$ cat src/rtl/pipeline_ctrl.sv
// Hazard/stall controller for the 5-stage pipeline: stage-register load/clear
// generation, memory-wait FSM with timeout watchdog, saturating stall counter.
module pipeline_ctrl #(
    parameter int REG_W       = 4,
    parameter int CNT_W       = 16,
    parameter int MEM_TIMEOUT = 255
) (
    input  logic             clk,
    input  logic             rst,
    input  logic [REG_W-1:0] id_src1,
    input  logic [REG_W-1:0] id_src2,
    input  logic             id_two_src,
    input  logic             id_valid,
    input  logic             fwd_en,
    input  logic             exe_wb_en,
    input  logic             exe_mem_r_en,
    input  logic [REG_W-1:0] exe_dest,
    input  logic             mem_wb_en,
    input  logic [REG_W-1:0] mem_dest,
    input  logic             branch_taken,
    input  logic             mem_req,
    input  logic             mem_ready,
    output logic             pc_ld,
    output logic             if_reg_ld,
    output logic             id_reg_ld,
    output logic             exe_reg_ld,
    output logic             mem_reg_ld,
    output logic             if_reg_clr,
    output logic             id_reg_clr,
    output logic             hazard,
    output logic             mem_err,
    output logic [CNT_W-1:0] stall_cnt
);
    localparam int WAIT_W = (MEM_TIMEOUT < 1) ? 1 : $clog2(MEM_TIMEOUT + 1);

    typedef enum logic [1:0] {RUN, MEM_WAIT, ERR} state_t;

    state_t              state_q, state_d;
    logic [WAIT_W-1:0]   wait_cnt_q, wait_cnt_d;
    logic                mem_err_q, mem_err_d;
    logic [CNT_W-1:0]    stall_cnt_q, stall_cnt_d;

    logic src_match_e, src_match_m, raw_haz, mem_stall;

    always_comb begin
        src_match_e = exe_wb_en & ((exe_dest == id_src1) | (id_two_src & (exe_dest == id_src2)));
        src_match_m = mem_wb_en & ((mem_dest == id_src1) | (id_two_src & (mem_dest == id_src2)));
        // With forwarding only a load result is unavailable in time.
        raw_haz     = id_valid & (fwd_en ? (src_match_e & exe_mem_r_en)
                                         : (src_match_e | src_match_m));
        mem_stall   = mem_req & ~mem_ready;
    end

    always_comb begin
        pc_ld      = 1'b0;
        if_reg_ld  = 1'b0;
        id_reg_ld  = 1'b0;
        exe_reg_ld = 1'b0;
        mem_reg_ld = 1'b0;
        if_reg_clr = 1'b0;
        id_reg_clr = 1'b0;
        hazard     = 1'b0;
        if (rst || mem_stall || mem_err_q) begin
            // frozen: everything held, a pending branch waits in EXE
        end else if (branch_taken) begin
            {pc_ld, if_reg_ld, id_reg_ld, exe_reg_ld, mem_reg_ld} = '1;
            if_reg_clr = 1'b1;
            id_reg_clr = 1'b1;
        end else if (raw_haz) begin
            id_reg_ld  = 1'b1;
            id_reg_clr = 1'b1;
            exe_reg_ld = 1'b1;
            mem_reg_ld = 1'b1;
            hazard     = 1'b1;
        end else begin
            {pc_ld, if_reg_ld, id_reg_ld, exe_reg_ld, mem_reg_ld} = '1;
        end
    end

    always_comb begin
        state_d    = state_q;
        wait_cnt_d = wait_cnt_q;
        mem_err_d  = mem_err_q;
        case (state_q)
            RUN: if (mem_stall) begin
                state_d    = MEM_WAIT;
                wait_cnt_d = WAIT_W'(1);
            end
            MEM_WAIT: if (!mem_stall) begin
                state_d    = RUN;
                wait_cnt_d = '0;
            end else if (wait_cnt_q == WAIT_W'(MEM_TIMEOUT)) begin
                state_d   = ERR;
                mem_err_d = 1'b1;
            end else begin
                wait_cnt_d = wait_cnt_q + WAIT_W'(1);
            end
            ERR: state_d = ERR;
            default: state_d = RUN;
        endcase

        stall_cnt_d = stall_cnt_q;
        if (!pc_ld && stall_cnt_q != '1)
            stall_cnt_d = stall_cnt_q + CNT_W'(1);
    end

    always_ff @(posedge clk or posedge rst) begin
        if (rst) begin
            state_q     <= RUN;
            wait_cnt_q  <= '0;
            mem_err_q   <= 1'b0;
            stall_cnt_q <= '0;
        end else begin
            state_q     <= state_d;
            wait_cnt_q  <= wait_cnt_d;
            mem_err_q   <= mem_err_d;
            stall_cnt_q <= stall_cnt_d;
        end
    end

    assign mem_err   = mem_err_q;
    assign stall_cnt = stall_cnt_q;
endmodule

$ cat config.mk
export PLATFORM = sky130hd
export DESIGN_NAME = pipeline_ctrl
export DESIGN_NICKNAME = d
export VERILOG_FILES = /design/src/rtl/pipeline_ctrl.sv
export SDC_FILE = /design/constraint.sdc
export NUM_CORES = 1
export LEC_CHECK = 0
export CORE_ASPECT_RATIO = 1.2
export CORE_MARGIN = 4
export CORE_UTILIZATION = 60
export DETAILED_ROUTE_END_ITERATION = 8
export DONT_BUFFER_PORTS = 1
export HOLD_SLACK_MARGIN = 0.02
export PLACE_DENSITY = 0.77
export RECOVER_POWER = 100
export SYNTH_ARGS = -nofsm -noshare
export SYNTH_HDL_FRONTEND = slang
export SYNTH_SLANG_ARGS = --single-unit
$ cat constraint.sdc
create_clock -name clk -period 2.6 [get_ports clk]
set_input_delay 0.65 -clock clk [delete_from_list [all_inputs] [get_ports clk]]
set_output_delay 0.65 -clock clk [all_outputs]
set_load 0.01 [all_outputs]
## Word level (Yosys, flattened, before mapping)

Index checks and enable logic that the tools add are counted.

- Register bits after elaboration: 27
- Bits of input ports: 27

- Reductions and logical operators: 9
- Equality and inequality tests: 11
- Muxes and demuxes: 20
- Bitwise logic cells: 11
- Add/sub/neg operators: 2

Operators by type and width:

| cell | number |
|---|---|
| $mux 8 | 3 |
| $add 16x1->16 const B | 1 |
| $eq 4x4->1 | 4 |
| $ne 16x16->1 const B | 1 |
| $pmux 8 s2 | 1 |
| $mux 1 | 12 |
| $add 8x1->8 const B | 1 |
| $eq 8x8->1 const B | 1 |
| $and 1x1->1 | 7 |
| $mux 2 | 3 |
| $ne 3x3->1 const B | 2 |
| $pmux 2 s3 | 1 |
| $reduce_and 3->1 | 2 |
| $or 1x1->1 | 3 |
| $eq 2x1->1 const B | 1 |
| $eq 2x2->1 const B | 1 |
| $logic_not 2->1 | 1 |
| $logic_or 1x1->1 | 2 |
| $ne 2x2->1 const B | 1 |
| $reduce_and 2->1 | 1 |
| $reduce_bool 2->1 | 1 |
| $logic_and 1x1->1 | 1 |
| $logic_not 1->1 | 1 |
| $not 1->1 | 1 |

## Longest topological paths before layout

Gate-level depths: netlist of run 1.

- Word-level depth: 12
- Depth in mapped cells: 8

## Least setup slack after synthesis of run 1

Ideal clock, no wire load.

- Path type: input to output
- From: input mem_req
- To: output id_reg_ld
- Data arrival time: 1.751 ns
- Stages: 5
- Setup slack: 0.199 ns
- Cell sequence: nor2b_1 > or3_1 > inv_1 > buf_2 > buf_4

- Cells in the longest elaborated chain, start to end: 4

RTL lines:

| element | RTL line | source |
|---|---|---|
| start: declaration | 21 | `input logic mem_req,` |
| $and 1x1->1 | 51 | `mem_stall = mem_req & ~mem_ready;` |
| $logic_or 1x1->1 (2 in series) | 63 | `if (rst \|\| mem_stall \|\| mem_err_q) begin` |
| $mux 1 | n/a |  |
| end: declaration | 25 | `output logic id_reg_ld,` |

Every way passes these cells.

## Worst setup path in the final report of run 1

- From: input id_src2[0]
- To: output hazard

- Cells in the longest elaborated chain, start to end: 10
- Elaborated cells on any way between the ends: 15
- Classes of those cells: eq/ne (2); mux (4); bitwise (9)

RTL lines:

| element | RTL line | source |
|---|---|---|
| start: declaration | 11 | `input logic [REG_W-1:0] id_src2,` |
| $eq 4x4->1, on equally long branches | 46, 47 |  |
| $and 1x1->1, on equally long branches | 46, 47 |  |
| $or 1x1->1, on equally long branches | 46, 47 |  |
| $and 1x1->1, on equally long branches | 46, 47 |  |
| $or 1x1->1 / $and 1x1->1 (equally long branches) | 50, 49 |  |
| $mux 1 (*) | 49 | `raw_haz = id_valid & (fwd_en ? (src_match_e & exe_mem_r_en)` |
| $and 1x1->1 (*) | 49 |  |
| $mux 1 (*) | 69 | `end else if (raw_haz) begin` |
| $mux 1 (*) | 65 | `end else if (branch_taken) begin` |
| $mux 1 (*) | 63 |  |
| end: declaration | 30 | `output logic hazard,` |

Every way passes the cells marked *; elsewhere a longest branch is shown, timed or not.

==> reports/metrics.cfg, run 1 <==
[power_and_ir_drop]
comb_power_share_pct = 23.0
switching_share_pct = 39.9
p_leak_nw = 0.694
p_total_mw = 1.17
clkPwrFrac_pct = 15.4
seqPwrFrac_pct = 61.6
vdd_drop_max_v = 0.000409
powerDensity_mw_per_mm2 = 685
power.internal_mw = 0.705
p_sw_mw = 0.468

[route]
vias = 1364
dr.pass1.iters = 4
routed_wirelength_mm = 3.76
drt_iter0_drc = 69
wire_per_inst_um = 17.6
drc = 0
vias_per_cell = 6.37
postRouteAntennaNets = 0

[floorplan]
ios = 52
fp.dieH_um = 66.5
core_mm2 = 0.00263
die_w_um = 56.8
die_area_mm2 = 0.00377
initial_core_util_pct = 65.1
rows = 20

[synthesis]
netlist_instances = 182
yosysSeqAreaShare_pct = 39.5
synth_area_leaders = dfrtp_1 39%, xnor2_1 9.2%, xor2_1 6.1%
yosys.area.top_type = dfrtp_1
syn_area_per_cell_um2 = 9.40
synth_seq_cells = 27
synth_warnings = 0
synth_nets = 211
yosysUniqueCellTypes = 43
synth_top_area_share_pct = 39.5
syn_area_mm2 = 0.00171

[final_layout]
drive_gt1_share_pct = 4.97
instances_no_fill = 214
area_delta_synth_final_pct = 0.0729
diodes = 0
mostFrequentLayoutCells = 27 x dfrtp_1, 18 x xnor2_1, 14 x nand2_1, 13 x nand3_1
design_area_mm2 = 0.00171
final_core_util_pct = 65.2
final_common_cell = dfrtp_1
final_nets = 211
nFillCells = 242

[worst_setup_path]
critPathBufInv = 0
worst_path_dominant_cell_family = compound AO/OA/AOI/OAI gates
slowest_stage = o32ai_2
cp_max_fo = 16
cp-end-kind = primary output
critPathKind = in2out
cp.arrival_ps = 1730
crit_required_ps = 1950
cp-start-kind = primary input
slowest_delay_ps = 330
crit_chain = xnor2_1 > nand3_1 > o32ai_2 > o21ai_2 > nor2_1

[sta]
fmax_ghz = 0.421
final.min_clock_period_ps = 2380
hold_viol_final = 0
slew_headroom_pct = 3.55
setup_tns_ps = 0
finalMaxSlewViolations = 0
rsz0062_at_grt = false
period_share_pct = 91.4
finalClockSkew_ps = 7.70
finalSetupViolations = 0
worst_pin_slew_ps = 1450

[global_routing]
antenna_found_initial = 0
grt_usage_pct = 20.9
first_global_vias = 1442
grt_overflow = 0
grt_max_degree = 28
grt_pass1_wl_mm = 6.24

[run]
drv_cap = 0

[clock_network]
cts-root-buf = clkbuf_4
cts_resized = 0
cts_setup_buffers = 0
cts_sinks = 27
numCtsBuffers = 3
clockBufferDepth = 2
cts_hold_buf = 0
clk_pin_slew_ps = 150
cts_tree = built
cts-htree-levels = 1
worstSkewPairLatency_ps = 320

[place]
dpl_cell_area_mm2 = 0.00172
placed_cells = 210
io_buffers = 0
dpl.hpwl_mm = 2.86
gp_congestion = 0.824

[worst_hold_path]
hp-class = reg2reg

[run_status]
status = complete, no violations

[worst reg2reg max path: cells and delay by family, from the launching register on]
family	cells	cell delay, ps
AO/OA/AOI/OAI	1	560
XOR/XNOR	1	130
adder cells (fa/ha/maj)	1	290
buffers and inverters	1	80
flip-flops	1	510
AND/OR/NAND/NOR	3	470
[metrics by stage]
| stage | hold WS (ps) | setup WS, ps |
|---|---|---|
| floorplan | 456 | 199 |
| global placement | 477 | 247 |
| detailed placement | 498 | 181 |
| CTS | 246 | 173 |
| global route | 542 | 141 |
| finish | 517 | 224 |
[worst paths after layout]
| path | start | to | slack (ps) | cells after the start |
|---|---|---|---|---|
| max in group asynchronous | rst | stall_cnt[5] | 1070 | 2 |
| worst min register to register | wait_cnt_q[7] | wait_cnt_q[7] | 520 | 1 |
| worst min-delay path | wait_cnt_q[7] | wait_cnt_q[7] | 520 | 1 |
| worst max-delay path | id_src2[0] | hazard | 220 | 5 |
| min in group asynchronous | rst | wait_cnt_q[2] | 690 | 2 |
| worst max register to register | stall_cnt[0] | stall_cnt[7] | 440 | 7 |
[power by group through the flow]
stage | Sequential [mW] | Combinational (mW) | Clock, mW
after detailed placement | 0.732 | 0.283 | 0
after global placement | 0.724 | 0.266 | 0
final | 0.723 | 0.269 | 0.181
after CTS | 0.723 | 0.285 | 0.187
after global routing | 0.744 | 0.300 | 0.204
after floorplan | 0.686 | 0.236 | 0
[routing by layer]
layer	wire [um]	vias to the layer above	part of all wire, %	GRT usage, %
li1	-	654	-	-
met1	1440	663	38	20.6
met2	2050	37	55	41.6
met3	189	10	5.0	3.49
met4	84	0	2.2	9.57
met5	0	-	0	0
[cell usage after synthesis (all sizes together)]
| cell | count |
|---|---|
| clkbuf | 1 |
| o211ai | 1 |
| xor2 | 12 |
| o31ai | 1 |
| and4 | 1 |
| dfrtp | 27 |
| mux2i | 1 |
| nor2b | 2 |
| a211oi | 6 |
| buf | 7 |
| ha | 2 |
| nand3 | 13 |
| a31oi | 2 |
| o22ai | 2 |
| o2111ai | 1 |
| a32o | 1 |
| a21oi | 6 |
| mux2 | 1 |
| o32ai | 1 |
| a2111o | 1 |
| o21ai | 13 |
| nand4 | 4 |
| nor2 | 11 |
| inv | 9 |
| o41ai | 1 |
| nand2 | 14 |
| a21boi | 2 |
| xnor2 | 18 |
| a21o | 1 |
| and3 | 8 |
| nand2b | 2 |
| or3 | 1 |
| and2 | 1 |
| or4 | 1 |
| a2111oi | 6 |
| or2 | 1 |
[kinds of logic (layout without fill, tap and decap cells)]
| logic type | after synthesis | after routing | share of synthesized area, % |
|---|---|---|---|
| xor+xnor | 30 | 30 | 15.4 |
| fa+ha+maj | 2 | 2 | 1.46 |
| mux | 2 | 2 | 1.24 |
| simple gates | 59 | 59 | 17.5 |
| buf+inv | 17 | 16 | 5.34 |
| compound gates | 45 | 45 | 19.7 |
| flops | 27 | 27 | 39.5 |
[flip-flops by register name, summed over array words and instances, names as in the netlist]
name        cells
mem_err         1
stall_cnt      16
state_q         2
wait_cnt_q      8
[layout make-up]
class	count	area, um^2	area share, %
multi-input combinational	138	922	53.8
timing repair buffer	3	12.5	0.730
clock inverter	1	5.00	0.292
tap	33	41.3	2.41
sequential	27	676	39.4
clock buffer	3	22.5	1.31
inverter	9	33.8	1.97
Note: power is estimated with default switching activity, not from simulation.
==> run 2: changes to the inputs <==
Settings changed: CORE_MARGIN 4 to 2, CORE_UTILIZATION 60 to 47, DONT_BUFFER_PORTS 1 to default, PLACE_DENSITY 0.77 to 0.8.
==> run 2 against run 1 <==
  * Non-clock buffer count up 59
  * Largest cell class unchanged
  * Critical path depth unchanged
  * Highest routed layer unchanged
  * First-iteration DRC count decreased by 43%
  * Core utilization fell by 1.0 points
  * Clock skew decreased by 1.6 ps
  * Register-to-register slack better by 80 ps
  * Via count is 13% higher
  * Final cell count up 30%
  * Largest power group unchanged
==> reports/metrics.cfg, run 2 (synthesis gave the netlist of run 1 again) <==
[global_routing]
first_global_vias = 1545  ; was 1442
grt_usage_pct = 20.3  ; was 20.9%
grt_max_degree = 28  ; unchanged
antenna_found_initial = 0  ; unchanged
grt_overflow = 0  ; unchanged
grt_pass1_wl_mm = 6.64  ; was 6.24 mm

[clock_network]
cts-root-buf = clkbuf_8  ; was clkbuf_4
worstSkewPairLatency_ps = 270  ; was 320 ps
cts_sinks = 27  ; unchanged
cts-htree-levels = 1  ; unchanged
cts_hold_buf = 0  ; unchanged
clockBufferDepth = 2  ; unchanged
cts_tree = built  ; unchanged
numCtsBuffers = 3  ; unchanged
clk_pin_slew_ps = 90  ; was 150 ps

[route]
wire_per_inst_um = 13.9  ; was 17.6 um
drt_iter0_drc = 39  ; was 69
routed_wirelength_mm = 3.87  ; was 3.76 mm
postRouteAntennaNets = 0  ; unchanged
dr.pass1.iters = 4  ; unchanged
vias = 1541  ; was 1364
drc = 0  ; unchanged
vias_per_cell = 5.52  ; was 6.37

[final_layout]
final_nets = 270  ; was 211
diodes = 0  ; unchanged
largest_reg_flops = 16  ; unchanged
final_common_cell = dfrtp_1  ; unchanged
drive_gt1_share_pct = 15.4  ; was 4.97%
design_area_mm2 = 0.00229  ; was 0.00171 mm^2
mostFrequentLayoutCells = 27 x dfrtp_1, 17 x xnor2_1, 17 x dlygate4sd3_1, 14 x nand2_1  ; was 27 x dfrtp_1, 18 x xnor2_1, 14 x nand2_1, 13 x nand3_1
area_delta_synth_final_pct = 33.9  ; was 0.0729%

[worst_hold_path]
holdPathStages = 1  ; unchanged
hp-class = reg2reg  ; unchanged
hp-start = stall_cnt[9]  ; was wait_cnt_q[7]

[worst_setup_path]
cp-end-kind = primary output  ; unchanged
regToRegSetupSlack_ps = 520  ; was 440 ps
crit_required_ps = 1950  ; about the same
cp.arrival_ps = 1870  ; was 1730 ps
worst_path_dominant_cell_family = buffers and inverters  ; was compound AO/OA/AOI/OAI gates
critPathKind = in2out  ; unchanged
critPathBufInv = 2  ; was 0
reg2regPathDepth = 7  ; unchanged
crit_cells = 5  ; unchanged
slowest_stage = clkdlybuf4s50_1  ; was o32ai_2
crit_chain = clkdlybuf4s50_1 > nor2b_1 > or3_4 > a21oi_2 > clkbuf_1  ; was xnor2_1 > nand3_1 > o32ai_2 > o21ai_2 > nor2_1
r2r_end = stall_cnt[9]  ; was stall_cnt[7]
startpoint = mem_req  ; was id_src2[0]
cp-start-kind = primary input  ; unchanged
cp_max_fo = 5  ; was 16
crit_end = if_reg_ld  ; was hazard
r2r-start = stall_cnt[0]  ; unchanged
slowest_delay_ps = 410  ; was 330 ps

[power_and_ir_drop]
powerDensity_mw_per_mm2 = 618  ; was 685 mW/mm^2
p_leak_nw = 0.978  ; was 0.694 nW
vdd_drop_max_v = 0.000330  ; was 0.000409 V
p_total_mw = 1.42  ; was 1.17 mW

[run_status]
status = complete, no violations  ; unchanged

[sta]
fmax_ghz = 0.397  ; was 0.421 GHz
rsz0062_at_grt = false  ; unchanged
final.min_clock_period_ps = 2520  ; was 2380 ps
period_share_pct = 96.9  ; was 91.4%
holdWs_ps = 488  ; was 517 ps
slew_headroom_pct = 5.95  ; was 3.55%
worst_pin_slew_ps = 1410  ; was 1450 ps
finalClockSkew_ps = 6.08  ; was 7.70 ps
hold_viol_final = 0  ; unchanged
finalMaxSlewViolations = 0  ; unchanged
setup_tns_ps = 0  ; unchanged
finalSetupViolations = 0  ; unchanged

[place]
gp_congestion = 0.835  ; was 0.824
dpl_cell_area_mm2 = 0.00228  ; was 0.00172 mm^2
dpl.hpwl_mm = 2.98  ; was 2.86 mm
io_buffers = 51  ; was 0

[floorplan]
die_w_um = 59.1  ; was 56.8 um
ios = 52  ; unchanged
rows = 24  ; was 20
fp.dieH_um = 70.1  ; was 66.5 um
die_area_mm2 = 0.00414  ; was 0.00377 mm^2
initial_core_util_pct = 47.9  ; was 65.1%
core_mm2 = 0.00357  ; was 0.00263 mm^2

[run]
drv_cap = 0  ; unchanged

==> run 2: cell types whose count changed in the layout (fill, tap and decap cells not counted), sizes merged, moves of 2 or more <==
cell / before / now
dlygate4sd3: 0 / 17
clkbuf: 6 / 18
buf: 0 / 9
clkdlybuf4s15: 0 / 9
clkdlybuf4s50: 0 / 5
dlygate4sd2: 0 / 5
dlymetal6s2s: 0 / 2
==> run 2: timing repair <==
item	4_1_cts	5_1_grt
setup endpoints to repair	9	8
endpoints found under the hold margin	0	0
pin swaps	9	13
buffers inserted	2	0
resized for setup	51	28
==> run 2: through the flow <==
step	utilization, %	setup WS (ps)	std cells
after floorplan	-	199	182
final	64.1	79.4	279
after detailed placement	63.8	-661	273
after global routing	64.1	1.26	279
after global placement	63.8	-615	273
after CTS	65.2	2.96	279
==> run 2: final cells by class <==
cell class | instances | area, um^2
Clock buffer | 3 | 41.3
Clock inverter | 1 | 7.51
Fill cell | 320 | 1280
Inverter | 9 | 33.8
Multi-Input combinational cell | 138 | 967
Sequential cell | 27 | 676
Tap cell | 39 | 48.8
Timing Repair Buffer | 62 | 518
==> run 2: worst min path at each step <==
stage	to	slack, ps
5_1_grt	stall_cnt[9]	510
6_report	stall_cnt[9]	490
3_3_place_gp	mem_err	470
4_1_cts	stall_cnt[9]	490
2_1_floorplan	wait_cnt_q[2]	460
3_5_place_dp	stall_cnt[9]	480
==> run 2: power breakdown <==
group	internal [mW]	total, mW	switching, mW	leakage [nW]
Clock	0.109	0.238	0.129	0.0217
Sequential	0.523	0.650	0.127	0.329
Combinational	0.285	0.530	0.244	0.628
Total	0.917	1.42	0.500	0.978
==> run 2: routing by layer <==
| metal | vias to the layer above | track usage [%] | part of all wire [%] |
|---|---|---|---|
| met4 | 0 | 7.32 | 1.5 |
| met2 | 38 | 34.9 | 50 |
| met1 | 723 | 25.6 | 44 |
| li1 | 774 | - | - |
| met5 | - | 0 | 0 |
| met3 | 6 | 2.41 | 4.4 |
==> run 2: worst reg2reg max path: cells and delay by family (launching register included) <==
family          cells  cell delay (ps)
compound gates      1              550
xor+xnor            1              140
fa+ha+maj           1              260
buf+inv             1               80
flops               1              450
simple gates        3              460
